**src/rtl/lru_pkg.sv**
```systemverilog
// Shared types for the timestamp-based LRU controller.
package lru_pkg;

  typedef enum logic {
    IDLE  = 1'b0,
    HALVE = 1'b1
  } lru_state_e;

  // Widest supported timestamp; per-instance ticks are truncated views of this.
  localparam int TICK_MAX_W = 64;
  typedef logic [TICK_MAX_W-1:0] tick_t;

endpackage

```
**src/rtl/lru_argmin.sv**
```systemverilog
// Combinational argmin over N timestamps, built as a recursive tree of halves.
// Ties go to the left half, so the lowest index wins overall.
module lru_argmin #(
  parameter int N = 16,
  parameter int W = 32
) (
  input  logic [N-1:0][W-1:0]   vals_i,
  output logic [$clog2(N)-1:0]  idx_o
);

  generate
    if (N == 2) begin : g_leaf
      assign idx_o = (vals_i[0] <= vals_i[1]) ? 1'b0 : 1'b1;
    end else begin : g_node
      localparam int H  = N / 2;
      localparam int CW = $clog2(H);

      logic [H-1:0][W-1:0] l_vals, r_vals;
      logic [CW-1:0]       l_idx, r_idx;
      logic [W-1:0]        l_min, r_min;

      assign l_vals = vals_i[H-1:0];
      assign r_vals = vals_i[N-1:H];

      lru_argmin #(.N(H), .W(W)) u_l (.vals_i(l_vals), .idx_o(l_idx));
      lru_argmin #(.N(H), .W(W)) u_r (.vals_i(r_vals), .idx_o(r_idx));

      assign l_min = l_vals[l_idx];
      assign r_min = r_vals[r_idx];
      // The top index bit selects the half, so no offset add is needed.
      assign idx_o = (l_min <= r_min) ? {1'b0, l_idx} : {1'b1, r_idx};
    end
  endgenerate

endmodule

```
**src/rtl/lru_controller.sv**
```systemverilog
// Timestamp LRU tracker: per-way ticks, victim = oldest tick; a counter wrap
// triggers a one-way-per-cycle halving sweep so order survives the wrap.
module lru_controller
  import lru_pkg::*;
#(
  parameter int WAYS       = 16,
  parameter int TICK_WIDTH = 32,
  parameter int KEY_WIDTH  = $clog2(WAYS)
) (
  input  logic                 clk,
  input  logic                 resetn,
  input  logic                 touch_valid,
  input  logic [KEY_WIDTH-1:0] touch_way,
  output logic                 touch_ready,
  input  logic                 inv_valid,
  input  logic [KEY_WIDTH-1:0] inv_way,
  input  logic                 victim_req,
  output logic                 victim_valid,
  output logic [KEY_WIDTH-1:0] victim_way
);

  typedef logic [TICK_WIDTH-1:0] tk_t;

  localparam tk_t TICK_MAX  = '1;
  localparam tk_t HALF_BASE = tk_t'(tick_t'(1) << (TICK_WIDTH - 1));

  lru_state_e                     state_q, state_d;
  logic [WAYS-1:0][TICK_WIDTH-1:0] ticks_q, ticks_d;
  tk_t                            cnt_q, cnt_d;
  logic [KEY_WIDTH-1:0]           idx_q, idx_d;
  logic                           vvalid_q, vvalid_d;
  logic [KEY_WIDTH-1:0]           vway_q, vway_d;
  logic                           pend_q, pend_d;

  logic                           touch_acc;
  logic [$clog2(WAYS)-1:0]        argmin_idx;

  lru_argmin #(.N(WAYS), .W(TICK_WIDTH)) u_argmin (
    .vals_i (ticks_q),
    .idx_o  (argmin_idx)
  );

  assign touch_ready  = (state_q == IDLE);
  // A colliding invalidate swallows the touch, but ready stays registered-only.
  assign touch_acc    = touch_valid && touch_ready && !(inv_valid && (inv_way == touch_way));
  assign victim_valid = vvalid_q;
  assign victim_way   = vway_q;

  always_comb begin
    ticks_d  = ticks_q;
    cnt_d    = cnt_q;
    state_d  = state_q;
    idx_d    = idx_q;
    vvalid_d = 1'b0;
    vway_d   = vway_q;
    pend_d   = pend_q;

    if (state_q == IDLE) begin
      if (victim_req || pend_q) begin
        vvalid_d = 1'b1;
        vway_d   = KEY_WIDTH'(argmin_idx);
        pend_d   = 1'b0;
      end
      if (touch_acc) begin
        ticks_d[touch_way] = cnt_q;
        if (cnt_q == TICK_MAX) begin
          cnt_d   = HALF_BASE;
          state_d = HALVE;
          idx_d   = '0;
        end else begin
          cnt_d = cnt_q + 1'b1;
        end
      end
    end else begin
      if (victim_req) pend_d = 1'b1;
      ticks_d[idx_q] = ticks_q[idx_q] >> 1;
      idx_d          = idx_q + 1'b1;
      if (idx_q == KEY_WIDTH'(WAYS - 1)) begin
        state_d = IDLE;
        idx_d   = '0;
      end
    end

    if (inv_valid) ticks_d[inv_way] = '0;
  end

  always_ff @(posedge clk) begin
    if (!resetn) begin
      ticks_q  <= '0;
      cnt_q    <= tk_t'(1);
      state_q  <= IDLE;
      idx_q    <= '0;
      vvalid_q <= 1'b0;
      vway_q   <= '0;
      pend_q   <= 1'b0;
    end else begin
      ticks_q  <= ticks_d;
      cnt_q    <= cnt_d;
      state_q  <= state_d;
      idx_q    <= idx_d;
      vvalid_q <= vvalid_d;
      vway_q   <= vway_d;
      pend_q   <= pend_d;
    end
  end

endmodule
```
**config.mk**
```make
export PLATFORM = sky130hd
export DESIGN_NAME = lru_controller
export DESIGN_NICKNAME = d
export VERILOG_FILES = /design/src/rtl/lru_pkg.sv /design/src/rtl/lru_argmin.sv /design/src/rtl/lru_controller.sv
export SDC_FILE = /design/constraint.sdc
export NUM_CORES = 2
export LEC_CHECK = 0
export BUFFER_PORTS_ARGS = -buffer_cell sky130_fd_sc_hd__buf_4
export CELL_PAD_IN_SITES_DETAIL_PLACEMENT = 0
export CELL_PAD_IN_SITES_GLOBAL_PLACEMENT = 2
export CORE_ASPECT_RATIO = 0.9
export CORE_MARGIN = 2
export CORE_UTILIZATION = 35
export DETAILED_ROUTE_END_ITERATION = 8
export GPL_TIMING_DRIVEN = 0
export PLACE_DENSITY = 0.79
export RECOVER_POWER = 100
export SYNTH_ARGS = -nofsm -noshare
export SYNTH_HDL_FRONTEND = slang
export SYNTH_SLANG_ARGS = --single-unit
```
**constraint.sdc**
```tcl
create_clock -name clk -period 15.9 [get_ports clk]
set_input_delay 3.18 -clock clk [delete_from_list [all_inputs] [get_ports clk]]
set_output_delay 3.18 -clock clk [all_outputs]
set_load 0.1 [all_outputs]
```
==> results.tsv <==
stage	metric	value	unit
timing	final setup TNS	0	ns
pwr	sw frac	34.9	%
timing	Final Max Slew Viols	52	
yosys	number of synthesized flops with an enable pin	0	
finish	layout cells sized above 1	5.87	%
yosys	Seq cells post-synth	555	
route	drt pass-1 iters	9	
floorplan	CORE AREA	139000	um^2
global_route	met2 GRT Util	51.2	%
yosys	area leader, netlist	dfxtp_1	
finish	# fillers	14640	
critical_path	max incr delay on CP	0.85	ns
hold_path	Tightest Hold Check Type	flop to flop	
critical_path	crit path launch type	flop	
global_route	vias in the first global route	47265	
global_route	initial antenna violation count	6	
clocking	CTS root buffer	clkbuf_16	
pwr	Power Density	79.5	nW/um^2
yosys	Syn Inst Count	6187	
critical_path	R2R Path End	victim_way[2]$_SDFFE_PN0P_	
yosys	Synth top area share	22.7	%
pwr	clock power share	44.1	%
floorplan	initial core utilization	35.1	%
critical_path	Setup crit end kind	flop	
yosys	Top FF cell, synth	dfxtp_1	
critical_path	reg2reg setup slack	0.04	ns
route	Wirelength per Cell	32.6	um
clocking	CTS tree	built	
yosys	post-synthesis sequential area ratio	22.7	%
global_route	largest net degree at the start of global routing	13	
critical_path	CP Class	flop to flop	
critical_path	crit path DAT	16.42	ns
hold_path	hold path depth	2	
flow_run	maxcap violations	7	
floorplan	Die H	359	um
floorplan	die area	143000	um^2
pwr	Sequential Power Share	32.6	%
yosys	Area contributors post-synth	dfxtp_1 23%, ha_1 12%, mux2i_1 9.5%, a221oi_1 8.5%, a21oi_1 7.3%	
clocking	clk sinks	555	
critical_path	CP max-delay cell	clkbuf_1	
clocking	Worst-Skew Late Latency	0.71	ns
timing	Fmax	0.0630	GHz
clocking	# H-tree levels	3	
yosys	Avg Cell Area, Syn	7.91	um^2
route	via count	53158	
yosys	Synth warnings	0	
global_route	met1 usage	53.2	%
global_route	GRT Total Usage	36.1	%
timing	fin crit period	15.86	ns
place	# port buffers	13	
hold_path	Hold Path End	victim_way[1]$_SDFFE_PN0P_	
clocking	Max Root-Sink Buffers	3	
clocking	clk slew on worst S/H paths	0.06	ns
timing	Slew HR	-32.2	%
timing	Finish-stage setup viols	0	
yosys	Synth Net Count	6685	
pwr	Leakage	19.8	nW
global_route	GR Util met3	8.08	%
yosys	Async SR Flop Fraction	0	%
route	Residual DRC	0	
finish	area grow syn2layout	10.2	%
global_route	first-pass GRT wire length	369000	um
place	GP Congestion	0.998	
route	routed wire length	267000	um
run_status	status	finished with violations	
critical_path	reg2reg start	ticks_q[359]$_SDFF_PN0_	
place	Final HPWL DP	223000	um
route	initial drt markers	8789	
hold_path	hold path start	victim_way[1]$_SDFFE_PN0P_	
finish	Seq. cell area	11100	um^2
timing	Final period util	99.8	%
route	antenna-violating nets left	0	
finish	area of the multi-input gates	34200	um^2
clocking	hold_buf cts	0	
timing	RSZ-0062 raised after global routing	false	
floorplan	# IOs	19	
global_route	grt ovf	0	
pwr	Pint	2.79	mW
pwr	Logic pwr share	23.3	%
floorplan	Rows	130	
clocking	total CTS buffers	73	
yosys	count leader, synth	a21oi_1	
timing	Final Hold Vio Count	0	
pwr	switching power	1.50	mW
finish	fin nets	6778	
run_status	failing checks	capacitance limit, slew limit	
pwr	worst vdd ir	0.0836	mV
critical_path	Worst Path Max Fanout	10	
floorplan	die width	398	um
yosys	synth unique cells	73	
yosys	post-synthesis cell area	48900	um^2
yosys	top cells by count, synth	716 x a21oi_1, 669 x nor2_1, 624 x o21ai_0, 555 x dfxtp_1, 485 x ha_1	
finish	Final Util	38.7	%
timing	Setup Skew	0.0321	ns
route	number of vias per cell	6.49	
critical_path	WP data required	16.46	ns
global_route	grt peak-use layer	met1	
timing	worst slew pin tran	1.97	ns
critical_path	FF-to-FF path depth	39	
state kept, by name (all words and copies together), names as in the netlist:
signal / count
idx_q: 4
victim_valid: 1
ticks_q: 512
cnt_q: 32
pend_q: 1
state_q: 1
victim_way: 4
layout make-up:
cell class | instances | area share [%]
plain buffers | 561 | 4.07
clock inverters | 28 | 0.742
diodes | 1 | 0.00464
repair buffers | 18 | 0.197
inverters | 373 | 2.60
flip-flops and latches | 555 | 20.6
clock buffers | 103 | 4.05
multi-input cells | 4698 | 63.5
well taps | 1848 | 4.29
placed cells by master (no fill, tap or decap), types with 18 or more instances in the layout:
master / instances
nor3_1: 28
and3_1: 27
buf_1: 22
o22ai_1: 30
mux2_2: 51
nand2b_1: 25
a21o_1: 68
inv_1: 373
o211ai_1: 24
nand2_1: 325
a222oi_1: 31
buf_2: 23
o21ai_1: 39
a221oi_1: 476
dfxtp_1: 555
clkbuf_16: 77
mux2i_1: 464
a21boi_1: 31
nand3_1: 63
mux4_2: 124
mux2_1: 31
xor2_1: 18
nor2_1: 668
ha_1: 485
nand4_1: 103
and2_1: 18
o21ai_0: 622
clkbuf_1: 517
and4_1: 21
a21oi_1: 716
o2bb2ai_1: 19
nor2b_1: 22
power groups by stage:
stage	logic, mW	registers [mW]	clock network (mW)
4_1_cts	0.946	1.40	1.89
2_1_floorplan	0.509	1.44	0
3_3_place_gp	0.938	1.43	0
6_report	1.00	1.40	1.89
3_5_place_dp	0.940	1.43	0
5_1_grt	1.03	1.40	1.93
through the flow:
step	instance area, um^2	total power, mW	hold WS [ns]	std cells	setup slack [ns]
2_1_floorplan	48900	1.95	0.491	6187	6.83
3_3_place_gp	51300	2.37	0.460	8048	0.00298
3_5_place_dp	51400	2.37	0.460	8053	0.0195
4_1_cts	54000	4.23	0.474	8184	0.289
5_1_grt	53900	4.36	0.513	8184	0.0668
6_report	53900	4.29	0.474	8185	0.0385
routing by layer:
layer  share of wire [%]  wire length [um]  vias to the layer above
li1                    -                 -                    23315
met1                  45            121000                    26111
met3                  11             28800                      453
met2                  40            107000                     3275
met4                 3.8             10300                        4
met5               0.010                28                        -
worst max-delay path by stage:
| stage | start | to | slack [ns] | depth (start not counted) |
|---|---|---|---|---|
| after global routing | ticks_q[359]$_SDFF_PN0_ | victim_way[2]$_SDFFE_PN0P_ | 0.07 | 38 |
| after CTS | ticks_q[359]$_SDFF_PN0_ | victim_way[2]$_SDFFE_PN0P_ | 0.29 | 39 |
| final | ticks_q[359]$_SDFF_PN0_ | victim_way[2]$_SDFFE_PN0P_ | 0.04 | 39 |
| after global placement | ticks_q[359]$_SDFF_PN0_ | victim_way[2]$_SDFFE_PN0P_ | 0.003 | 39 |
| after floorplan | ticks_q[189]$_SDFF_PN0_ | victim_way[0]$_SDFFE_PN0P_ | 6.83 | 44 |
| after detailed placement | ticks_q[359]$_SDFF_PN0_ | victim_way[2]$_SDFFE_PN0P_ | 0.02 | 39 |
repair_timing:
item / in CTS / in global routing
setup buffers: 0 / 0
pin swaps: 0 / 0
gates resized for setup: 1 / 30
setup endpoints to repair: 1 / 4
cell families after synthesis:
group,synth area share (%)
flops,22.7
xor+xnor,0.537
mux,17.2
fa+ha+maj,12.4
compound gates,27.7
buf+inv,7.37
simple gates,12.1
worst max-delay path, delay by kind of cell, from the launching register on:
| family | cells | cell delay (ns) |
|---|---|---|
| and+or+nand+nor | 11 | 3.53 |
| muxes | 1 | 0.68 |
| DFF | 1 | 0.37 |
| adders and majority gates | 4 | 1.41 |
| AOI/OAI and AO/OA | 15 | 5.12 |
| buffers and inverters | 8 | 4.53 |
Note: power is estimated with default switching activity, not from simulation.
